## config.mk

```make
export PLATFORM = sky130hd
export DESIGN_NAME = serial_subtractor_controller
export DESIGN_NICKNAME = d
export VERILOG_FILES = /design/src/rtl/serial_subtractor_controller.sv
export SDC_FILE = /design/constraint.sdc
export NUM_CORES = 1
export LEC_CHECK = 0
export CAP_MARGIN = 25
export CORE_UTILIZATION = 25
export CTS_BUF_LIST = sky130_fd_sc_hd__clkbuf_8
export CTS_CLUSTER_SIZE = 12
export DETAILED_ROUTE_END_ITERATION = 16
export DONT_BUFFER_PORTS = 1
export GPL_TIMING_DRIVEN = 1
export PLACE_DENSITY_LB_ADDON = 0.2
export SYNTH_ARGS = -nofsm -noshare
export SYNTH_HDL_FRONTEND = slang
export SYNTH_SLANG_ARGS = --single-unit
```

## constraint.sdc

```tcl
create_clock -name clk -period 1.9 [get_ports clk]
set_input_delay 0.475 -clock clk [delete_from_list [all_inputs] [get_ports clk]]
set_output_delay 0.475 -clock clk [all_outputs]
set_load 0.005 [all_outputs]
```

## src/rtl/serial_subtractor_controller.sv

```systemverilog
// rtl/serial_subtractor_controller.sv - bit-serial WIDTH-bit subtractor around one 1-bit full-subtractor cell
// Optional initial borrow input enabled by defining BORROW_IN_EN.

module full_subtractor_structure (
  input  logic bin,
  input  logic a,
  input  logic b,
  output logic bout,
  output logic sub
);

  logic axb;

  assign axb  = a ^ b;
  assign sub  = axb ^ bin;
  assign bout = (~a & b) | (~axb & bin);

endmodule

module serial_subtractor_controller #(
  parameter int WIDTH = 4
) (
  input  logic             clk,
  input  logic             rst_n,
  input  logic             start,
  input  logic [WIDTH-1:0] a,
  input  logic [WIDTH-1:0] b,
`ifdef BORROW_IN_EN
  input  logic             bin,
`endif
  output logic             busy,
  output logic             done,
  output logic [WIDTH-1:0] diff,
  output logic             bout
);

  localparam int CW = $clog2(WIDTH + 1);
  localparam logic [CW-1:0] LAST = CW'(WIDTH - 1);

  localparam logic [1:0] S_IDLE   = 2'd0;
  localparam logic [1:0] S_RUN    = 2'd1;
  localparam logic [1:0] S_FINISH = 2'd2;

  logic [1:0]       state;
  logic [WIDTH-1:0] sa;
  logic [WIDTH-1:0] sb;
  logic [WIDTH-1:0] sr;
  logic [WIDTH-1:0] sr_next;
  logic             borrow_q;
  logic [CW-1:0]    cnt;
  logic             bin_init;
  logic             fs_bout;
  logic             fs_sub;

`ifdef BORROW_IN_EN
  assign bin_init = bin;
`else
  assign bin_init = 1'b0;
`endif

  full_subtractor_structure u_cell (
    .bin  (borrow_q),
    .a    (sa[0]),
    .b    (sb[0]),
    .bout (fs_bout),
    .sub  (fs_sub)
  );

  // Result bits enter at the MSB so after WIDTH shifts the LSB-first stream lands in order.
  generate
    if (WIDTH == 1) begin : g_sr1
      assign sr_next = fs_sub;
    end else begin : g_srn
      assign sr_next = {fs_sub, sr[WIDTH-1:1]};
    end
  endgenerate

  always_ff @(posedge clk or negedge rst_n) begin
    if (!rst_n) begin
      state    <= S_IDLE;
      sa       <= '0;
      sb       <= '0;
      sr       <= '0;
      borrow_q <= 1'b0;
      cnt      <= '0;
      diff     <= '0;
      bout     <= 1'b0;
    end else begin
      case (state)
        S_IDLE: begin
          if (start) begin
            sa       <= a;
            sb       <= b;
            sr       <= '0;
            borrow_q <= bin_init;
            cnt      <= '0;
            state    <= S_RUN;
          end
        end
        S_RUN: begin
          sa       <= sa >> 1;
          sb       <= sb >> 1;
          sr       <= sr_next;
          borrow_q <= fs_bout;
          cnt      <= cnt + CW'(1);
          if (cnt == LAST) begin
            diff  <= sr_next;
            bout  <= fs_bout;
            state <= S_FINISH;
          end
        end
        S_FINISH: state <= S_IDLE;
        default:  state <= S_IDLE;
      endcase
    end
  end

  assign busy = (state == S_RUN);
  assign done = (state == S_FINISH);

endmodule

```

-- Yosys cells after proc, flatten, opt, wreduce, memory -nomap -nowiden
Cells that the tools add are included.
- register bits: 23
- memories: 0
- bits in read-only memories: 0
- output and inout port bits: 7
- bits in writable memories: 0
- bits of input ports: 11
- bits in latches: 0
- shifts and indexed selects: 0
- magnitude comparators: 0
- bitwise logic cells: 7
- add/sub/neg operators: 1
- reductions and logical operators: 5
- divide/modulo/power cells: 0
- muxes and demuxes: 13
- $mul: 0
- eq/ne operators: 5
- operators with widths (kind ; number):
    one-hot mux 4 bit (2 select lines) ; 3
    two-way mux 4 bit ; 3
    one-hot mux 3 bit (2 select lines) ; 1
    AND reduction 2 bit ; 3
    two-way mux 2 bit ; 2
    one-hot mux 2 bit (2 select lines) ; 1
    adder 3 x 1 -> 3 bit, second input constant ; 1
    == test 3 x 2 -> 1 bit, second input constant ; 1
    two-way mux 3 bit ; 1
    AND 1 bit ; 2
    == test 2 x 1 -> 1 bit, second input constant ; 1
    == test 2 bit, second input constant ; 1
    logical NOT 2 bit ; 1
    inequality test 2 x 1 -> 1 bit, second input constant ; 1
    inequality test 2 bit, second input constant ; 1
    NOT 1 bit ; 2
    one-hot mux 1 bit (2 select lines) ; 1
    nonzero test 2 bit ; 1
    bitwise XOR 1 bit ; 2
    two-way mux 1 bit ; 1
    OR 1 bit ; 1

-- Depth between registers and ports, before layout
Gate-level depths: netlist (run 1).
- depth after elaboration: 5
- mapped depth: 4
- mapped depth without buffers: 4

-- Cells and area by module
Synthesis (run 1) repeated with hierarchy kept, for this count alone.
- cells, all modules: 83
- area total of the unflattened synthesis: 987.2 um^2
- by module, submodules not included (module ; instances ; area each (um^2) ; sequential area each (um^2) ; cells an instance):
    serial_subtractor_controller ; 1 ; 955.9 ; 550.5 ; 79
    full_subtractor_structure ; 1 ; 31.3 ; 0.0 ; 4

-- Worst setup path after synthesis (run 1)
Ideal clock, no wire load.
- path kind: register to register
- from: register cnt[0]
- to: register diff[0]
- clock period less this slack: 1.415 ns
- slack: 0.485 ns
- cell stages (with the launch flop): 5
- arrival time: 1.291 ns
- required time: 1.775 ns
- buffers on the path: 0
- path through: dfrtp_1 ha_1 ha_1 nand3b_1 mux2_2
- cells in the longest elaborated chain, start to end: 2
- RTL lines (what ; line ; text):
    start, declared ; 50 ; logic [CW-1:0] cnt;
    start signal, assigned ; 105 ; cnt <= cnt + CW'(1);
    == test 3 x 2 -> 1 bit ; 106 ; if (cnt == LAST) begin
    AND reduction 2 bit (no source line) ; n/a ;
    end signal, assigned ; 107 ; diff <= sr_next;
    end, declared ; 33 ; output logic [WIDTH-1:0] diff,
Every way passes these cells.
A chain may end at the register's enable or synchronous reset.

-- Worst setup path in the final report (run 1)
- from: register state[1]
- to: output port busy
- cells in the longest elaborated chain, start to end: 1
- RTL lines (what ; line ; text):
    start, declared ; 44 ; logic [1:0] state;
    start signal, assigned ; 80 ; state <= S_IDLE;
    start signal, assigned ; 97 ; state <= S_RUN;
    start signal, assigned ; 109 ; state <= S_FINISH;
    == test 2 x 1 -> 1 bit ; 118 ; assign busy = (state == S_RUN);
    end, declared ; 31 ; output logic busy,
Every way passes these cells.

==> parameters.txt, run 1 <==
Parameter                              Value

Placement
  Gpl congestion ... 0.744
  Setup slack at placement ... just over 0.4 ns
  Number of I/O port buffers ... 0
  Area after detailed placement ... 0.00106 sq mm
  Final HPWL DP ... 1.36 mm

Clock tree
  Number of buffers created by CTS ... 3
  Cts-stage hold buffer count ... 1
  Insertion delay to the later sink of the worst-skew pair ... between 0.2 and 0.3 ns
  Number of gates resized after cts ... 0
  Clock slew seen by the registers of the worst setup and hold paths ... 0.08 ns
  Clock root cell ... sky130_fd_sc_hd__clkbuf_8
  Number of post-CTS setup repair buffers ... 0
  Clock sinks ... 22
  Maximum level of the CTS H-tree ... 1
  Buffer depth of the longest clock path ... 2
  Clock tree from TritonCTS ... yes

Yosys
  Synth top area share ... 0.544
  Most used standard cell by instance count after synthesis ... sky130_fd_sc_hd__dfrtp_1
  Number of different library cells in the post-synthesis netlist ... 27
  Post-synthesis register bit count ... 22
  Portion of the post-synthesis area used by sequential elements ... 0.544
  Cell types occupying the most area after synthesis ... sky130_fd_sc_hd__dfrtp_1, sky130_fd_sc_hd__mux2_2, sky130_fd_sc_hd__a22o_1
  Mapped Cells ... 78
  Async SR Flop Fraction ... 1.00
  Ys Warns ... 0
  Most used DFF post-synth ... sky130_fd_sc_hd__dfrtp_1
  Post-Syn Area ... 0.00101 sq mm
  Synthesized area per cell ... roughly 13 sq um
  Syn nets ... 92
  Number of enable flip-flop cells after synthesis ... 0
  Largest area contributor in the netlist ... sky130_fd_sc_hd__dfrtp_1
  List of most frequent post-synthesis cells ... sky130_fd_sc_hd__dfrtp_1, sky130_fd_sc_hd__inv_1

Critical path
  FF-to-FF path depth ... 4
  Category of the critical setup timing path ... reg -> out
  Critical Path Source Type ... register
  Data arrival time at the worst-slack endpoint ... 1.12 ns
  CP peak stage delay ... 0.44 ns
  List of cells traversed by the critical path ... nand2b_4, inv_1
  Crit path max-delay cell type ... sky130_fd_sc_hd__dfrtp_1
  Worst-path maximum fanout ... 6
  Critical Path End Type ... output port
  Req. time, crit path ... about 1.4 ns

Timing
  Worst-case headroom to the max-slew limit ... 0.702
  Aggregate negative setup slack ... 0 ns
  Slew at the pin closest to its max-slew limit ... between 0.4 and 0.5 ns
  Hold violation count in the final report ... 0
  Period minus WS final ... 1.60 ns
  Endpoints failing setup ... 0
  Clock skew ... ~0.0065 ns
  Worst Hold Margin ... approximately 0.35 ns
  Setup WS post-layout ... approximately 0.30 ns
  Number of pins exceeding their max-slew limit in the final report ... 0
  Unrepaired setup endpoints after global routing ... no
  Highest Clock Rate ... 0.626 GHz
  Portion of the clock cycle consumed by the worst path in the final layout ... 0.840

Detailed routing
  Aggregate routed wire length ... ~1.9 mm
  Count of nets left with antenna violations after detail routing ... 0
  Via count ... 627
  First-iteration detailed-routing DRC count ... 20
  Pre-antenna DRT Iters ... 3
  Ratio of routed vias to standard cells ... 4.82
  Number of remaining DRC errors ... 0
  Final routed wire length divided by cell count ... 14.7 microns

Worst hold path
  Hold Path Class ... in -> reg
  Cells on Worst Hold Path ... 2

Global route
  Number of antenna violations at the first check in global routing ... 0
  Overflow after GRT ... 0
  GRT Overall Usage ... 0.103
  Number of global-route vias before repair ... 639
  First-pass GRT wire length ... 3.24 mm
  Pin count of the biggest net entering global routing ... 23

Final layout
  Share of final-layout standard cells stronger than drive strength 1 ... 0.207
  Layout Area Growth over Synthesis ... 15.6%
  Total of fill cells in the finished design ... 387
  Net count, final ... 97
  Final standard cell area without fillers ... 0.00117 sq mm
  Antenna diode count ... 0

Floorplanning
  Number of top-level pins ... 18
  Standard-cell row count ... 22
  Standard cell core area ... 0.00377 sq mm
  Die area ... 0.00431 sq mm
  Die Ht ... between 60 and 70 microns
  Die width ... 65.6 microns
  Starting utilization of the core area ... 0.268

Job
  Maximum Capacitance Violations ... 0

Power and ir drop
  Peak supply drop ... 0.651 mV
  Total power per unit cell area ... around 1700 mW/mm^2
  Leak Pwr ... 0.534 nW
  Total Power ... 1.97 mW

Outcome
  Result of the run ... finished clean
[report_power, final]
group	switching [mW]	internal (mW)	total, mW
clock	0.152	0.281	0.434
combinational	0.342	0.362	0.705
sequential	0.150	0.685	0.836
[worst paths after layout]
| kind | startpoint | endpoint | slack (ns) |
|---|---|---|---|
| worst max-delay path | state[1] | busy | 0.30 |
| worst min-delay path | start | state[0] | 0.35 |
| worst max register to register | cnt[0] | diff[2] | 0.41 |
| worst min register to register | sb[3] | sb[3] | 0.49 |
| max in group asynchronous | rst_n | sa[1] | 0.95 |
| min in group asynchronous | rst_n | diff[1] | 0.55 |
[registers in the layout (all words and copies together), names as in the netlist]
name and count:
diff 4, sa 4, sb 4, cnt 3, sr 3, state 2
borrow_q 1, bout 1
[metrics by stage]
step,instances,util
2_1_floorplan,78,-
3_3_place_gp,124,0.281
3_5_place_dp,124,0.281
4_1_cts,129,0.303
5_1_grt,130,0.310
6_report,130,0.310
[kinds of logic (layout without fill, tap and decap cells)]
family,Yosys count,count (layout),share of synthesized area
AO/OA/AOI/OAI,17,17,0.142
adder cells (fa/ha/maj),3,3,0.0445
AND/OR/NAND/NOR,17,17,0.146
multiplexers,6,6,0.0643
buffers and inverters,13,17,0.0593
flip-flops,22,22,0.544
[area by class of cell]
cell class | count | area [sq um] | share of cell area
clock inverters | 1 | 30.0 | 0.0257
well taps | 48 | 60.1 | 0.0513
repair buffers | 4 | 52.6 | 0.0449
flip-flops and latches | 22 | 551 | 0.471
inverters | 9 | 33.8 | 0.0289
clock buffers | 3 | 41.3 | 0.0353
multi-input cells | 43 | 402 | 0.343
[cell usage in the layout, fill, tap and decap left out]
cell                            Yosys  routed
sky130_fd_sc_hd__dfrtp_1           22      22
sky130_fd_sc_hd__inv_1              9       9
sky130_fd_sc_hd__a22o_1             4       4
sky130_fd_sc_hd__mux2_2             4       4
sky130_fd_sc_hd__nor4b_1            4       4
sky130_fd_sc_hd__nor3b_1            4       4
sky130_fd_sc_hd__a211oi_1           3       3
sky130_fd_sc_hd__clkbuf_8           0       3
sky130_fd_sc_hd__mux2i_1            2       2
sky130_fd_sc_hd__or4b_1             2       2
sky130_fd_sc_hd__o221a_2            2       2
sky130_fd_sc_hd__o22ai_1            2       2
sky130_fd_sc_hd__nand2b_1           2       2
sky130_fd_sc_hd__ha_1               2       2
sky130_fd_sc_hd__buf_4              0       2
sky130_fd_sc_hd__nand2b_4           1       1
sky130_fd_sc_hd__nor2b_1            1       1
sky130_fd_sc_hd__o21bai_2           1       1
sky130_fd_sc_hd__o21ba_2            1       1
sky130_fd_sc_hd__nand3b_1           1       1
sky130_fd_sc_hd__a221oi_1           1       1
sky130_fd_sc_hd__nor4bb_1           1       1
sky130_fd_sc_hd__a21o_1             1       1
sky130_fd_sc_hd__and4bb_2           1       1
sky130_fd_sc_hd__a211o_1            1       1
sky130_fd_sc_hd__a21oi_1            1       1
sky130_fd_sc_hd__fa_1               1       1
sky130_fd_sc_hd__bufinv_16          0       1
sky130_fd_sc_hd__dlygate4sd3_1      0       1
sky130_fd_sc_hd__buf_16             0       1
[routing by layer]
metal	up-vias	routed length [microns]	global-route usage
li1	292	-	-
met1	320	894	0.137
met2	10	920	0.152
met3	5	58	0.0226
met4	0	40	0.0571
met5	-	0	0
[worst max-delay path: cells and delay by family (launching register included)]
kind / cells / cell delay [ns]
simple gates: 1 / 0.19
flops: 1 / 0.44
buf+inv: 1 / 0.22
(Power assumes the default switching activity.)
==> inputs of run 2 (changes only) <==
==> constraint.sdc (replaced) <==
create_clock -name clk -period 1.3 [get_ports clk]
set_input_delay 0.325 -clock clk [delete_from_list [all_inputs] [get_ports clk]]
set_output_delay 0.325 -clock clk [all_outputs]
set_load 0.005 [all_outputs]
==> parameters.txt, run 2 (same netlist as run 1, synthesis figures left out) <==
Parameter                              Value

Outcome
  Result of the run ... finished with violations
  Violations in the final reports ... setup timing

Global route
  Number of global-route vias before repair ... 772 (+21%)
  Pin count of the biggest net entering global routing ... 23 (unchanged)
  First-pass GRT wire length ... 3.66 mm (+13%)
  Number of antenna violations at the first check in global routing ... 0 (unchanged)
  GRT Overall Usage ... 0.114 (+0.0115)
  Overflow after GRT ... 0 (unchanged)

Detailed routing
  Aggregate routed wire length ... 2.15 mm (+12%)
  Count of nets left with antenna violations after detail routing ... 0 (unchanged)
  Final routed wire length divided by cell count ... 14.3 microns (-2.7%)
  Number of remaining DRC errors ... 0 (unchanged)
  Ratio of routed vias to standard cells ... 4.80 (-0.48%)
  Pre-antenna DRT Iters ... 4 (+1)
  First-iteration detailed-routing DRC count ... 51 (+160%)
  Via count ... 720 (+15%)

Clock tree
  Number of buffers created by CTS ... 3 (unchanged)
  Insertion delay to the later sink of the worst-skew pair ... 0.27 ns (about the same)
  Buffer depth of the longest clock path ... 2 (unchanged)
  Maximum level of the CTS H-tree ... 1 (unchanged)
  Clock sinks ... 22 (unchanged)
  Clock root cell ... sky130_fd_sc_hd__clkbuf_8
  Clock slew seen by the registers of the worst setup and hold paths ... 0.09 ns (about the same)
  Clock tree from TritonCTS ... yes

Floorplanning
  Starting utilization of the core area ... 0.268 (unchanged)
  Die width ... 65.6 microns (unchanged)
  Number of top-level pins ... 18 (unchanged)
  Standard-cell row count ... 22 (unchanged)
  Die area ... 0.00431 sq mm (unchanged)
  Die Ht ... 65.6 microns (unchanged)
  Standard cell core area ... 0.00377 sq mm (unchanged)

Power and ir drop
  Peak supply drop ... 0.759 mV (+17%)
  Leak Pwr ... 0.661 nW (+24%)
  Total power per unit cell area ... 2450 mW/mm^2 (+45%)

Timing
  Hold violation count in the final report ... 0 (unchanged)
  Unrepaired setup endpoints after global routing ... yes
  Portion of the clock cycle consumed by the worst path in the final layout ... 1.07
  Worst Hold Margin ... 0.196 ns (-0.154 ns)
  Endpoints failing setup ... 10 (+10)
  Period minus WS final ... 1.39 ns
  Slew at the pin closest to its max-slew limit ... 0.222 ns (-0.224 ns)
  Setup WS post-layout ... -0.0860 ns (-0.390 ns)
  Number of pins exceeding their max-slew limit in the final report ... 0 (unchanged)
  Clock skew ... 0.00855 ns (+0.00208 ns)
  Highest Clock Rate ... 0.721 GHz
  Worst-case headroom to the max-slew limit ... 0.850 (+0.148)

Placement
  Gpl congestion ... 0.700 (-5.8%)
  Number of I/O port buffers ... 0 (unchanged)
  Final HPWL DP ... 1.55 mm (+15%)

Final layout
  Layout Area Growth over Synthesis ... 41.4%
  Most common library cell in the layout ignoring fill and taps ... sky130_fd_sc_hd__dfrtp_1
  Leading cell types in the layout, fill and taps excluded ... sky130_fd_sc_hd__dfrtp_1, sky130_fd_sc_hd__buf_4, sky130_fd_sc_hd__inv_1
  Final design utilization ... 0.380 (+0.0693)
  Share of final-layout standard cells stronger than drive strength 1 ... 0.490 (+0.283)
  Antenna diode count ... 0 (unchanged)
  Net count, final ... 117 (+21%)
  Registers with the most flip-flops ... diff: 4 flops, sa: 4 flops, sb: 4 flops

Critical path
  Data arrival time at the worst-slack endpoint ... 1.06 ns (-0.06 ns)
  Category of the critical setup timing path ... reg -> out
  Critical Path End Type ... output port
  Worst-path maximum fanout ... 6 (unchanged)
  Req. time, crit path ... 0.98 ns (-0.44 ns)
  Critical Path Source Type ... register

Job
  Maximum Capacitance Violations ... 0 (unchanged)

Worst hold path
  Hold Path Class ... in -> reg
## run 2: cell count changes in the layout (fill, tap and decap cells not counted), sizes merged
cell | previous run | this run
inv | 9 | 8
buf | 3 | 23
clkinvlp | 0 | 1
## run 2: worst max-delay path: stages (launching register included)
cell                         delay, ns
sky130_fd_sc_hd__dfrtp_2          0.44
sky130_fd_sc_hd__buf_6            0.13
sky130_fd_sc_hd__nand2b_4         0.07
sky130_fd_sc_hd__clkinvlp_4       0.16
## run 2: stage by stage
stage / setup TNS (ns) / power [mW] / instance area (sq um) / worst slack, ns / cells
6_report: -0.533 / 3.50 / 1430 / -0.0860 / 150
5_1_grt: -1.07 / 3.76 / 1430 / -0.133 / 150
4_1_cts: -0.595 / 3.43 / 1360 / -0.100 / 147
3_5_place_dp: -0.682 / 2.54 / 1170 / -0.0902 / 136
3_3_place_gp: -0.273 / 2.49 / 1170 / -0.0504 / 136
2_1_floorplan: -0.360 / 2.09 / 1030 / -0.0901 / 78
## run 2: per-layer routing
metal  global-route usage  wire length, microns
met1                0.148                  1020
met2                0.180                  1020
met3               0.0417                    95
met4               0.0245                    12
met5                    0                     0
## run 2: final timing paths
path	startpoint	end	slack (ns)	cells past startpoint
max reg2reg	cnt[0]	diff[1]	-0.09	5
min in group asynchronous	rst_n	diff[1]	0.47	2
min reg2reg	sb[3]	sb[3]	0.48	1
max in group asynchronous	rst_n	state[0]	0.68	2
max	state[0]	busy	-0.09	3
min	start	state[0]	0.20	2
## run 2: layout make-up
type	instances	area [sq um]
Multi-Input combinational cell	43	483
Clock inverter	1	30.0
Inverter	9	37.5
Tap cell	48	60.1
Clock buffer	3	41.3
Fill cell	365	2340
Timing Repair Buffer	24	226
Sequential cell	22	553
## run 2: where the power goes
part	switching (mW)	internal (mW)	leakage, nW
sequential	0.206	1.01	0.269
clock	0.230	0.411	0.0357
combinational	0.677	0.969	0.357
## run 2: timing repair
item	in CTS	in global routing
buffers inserted	7	1
endpoints found under the hold margin	22	22
pin swaps	0	3
endpoints found under the setup margin	18	15
resized for setup	12	7
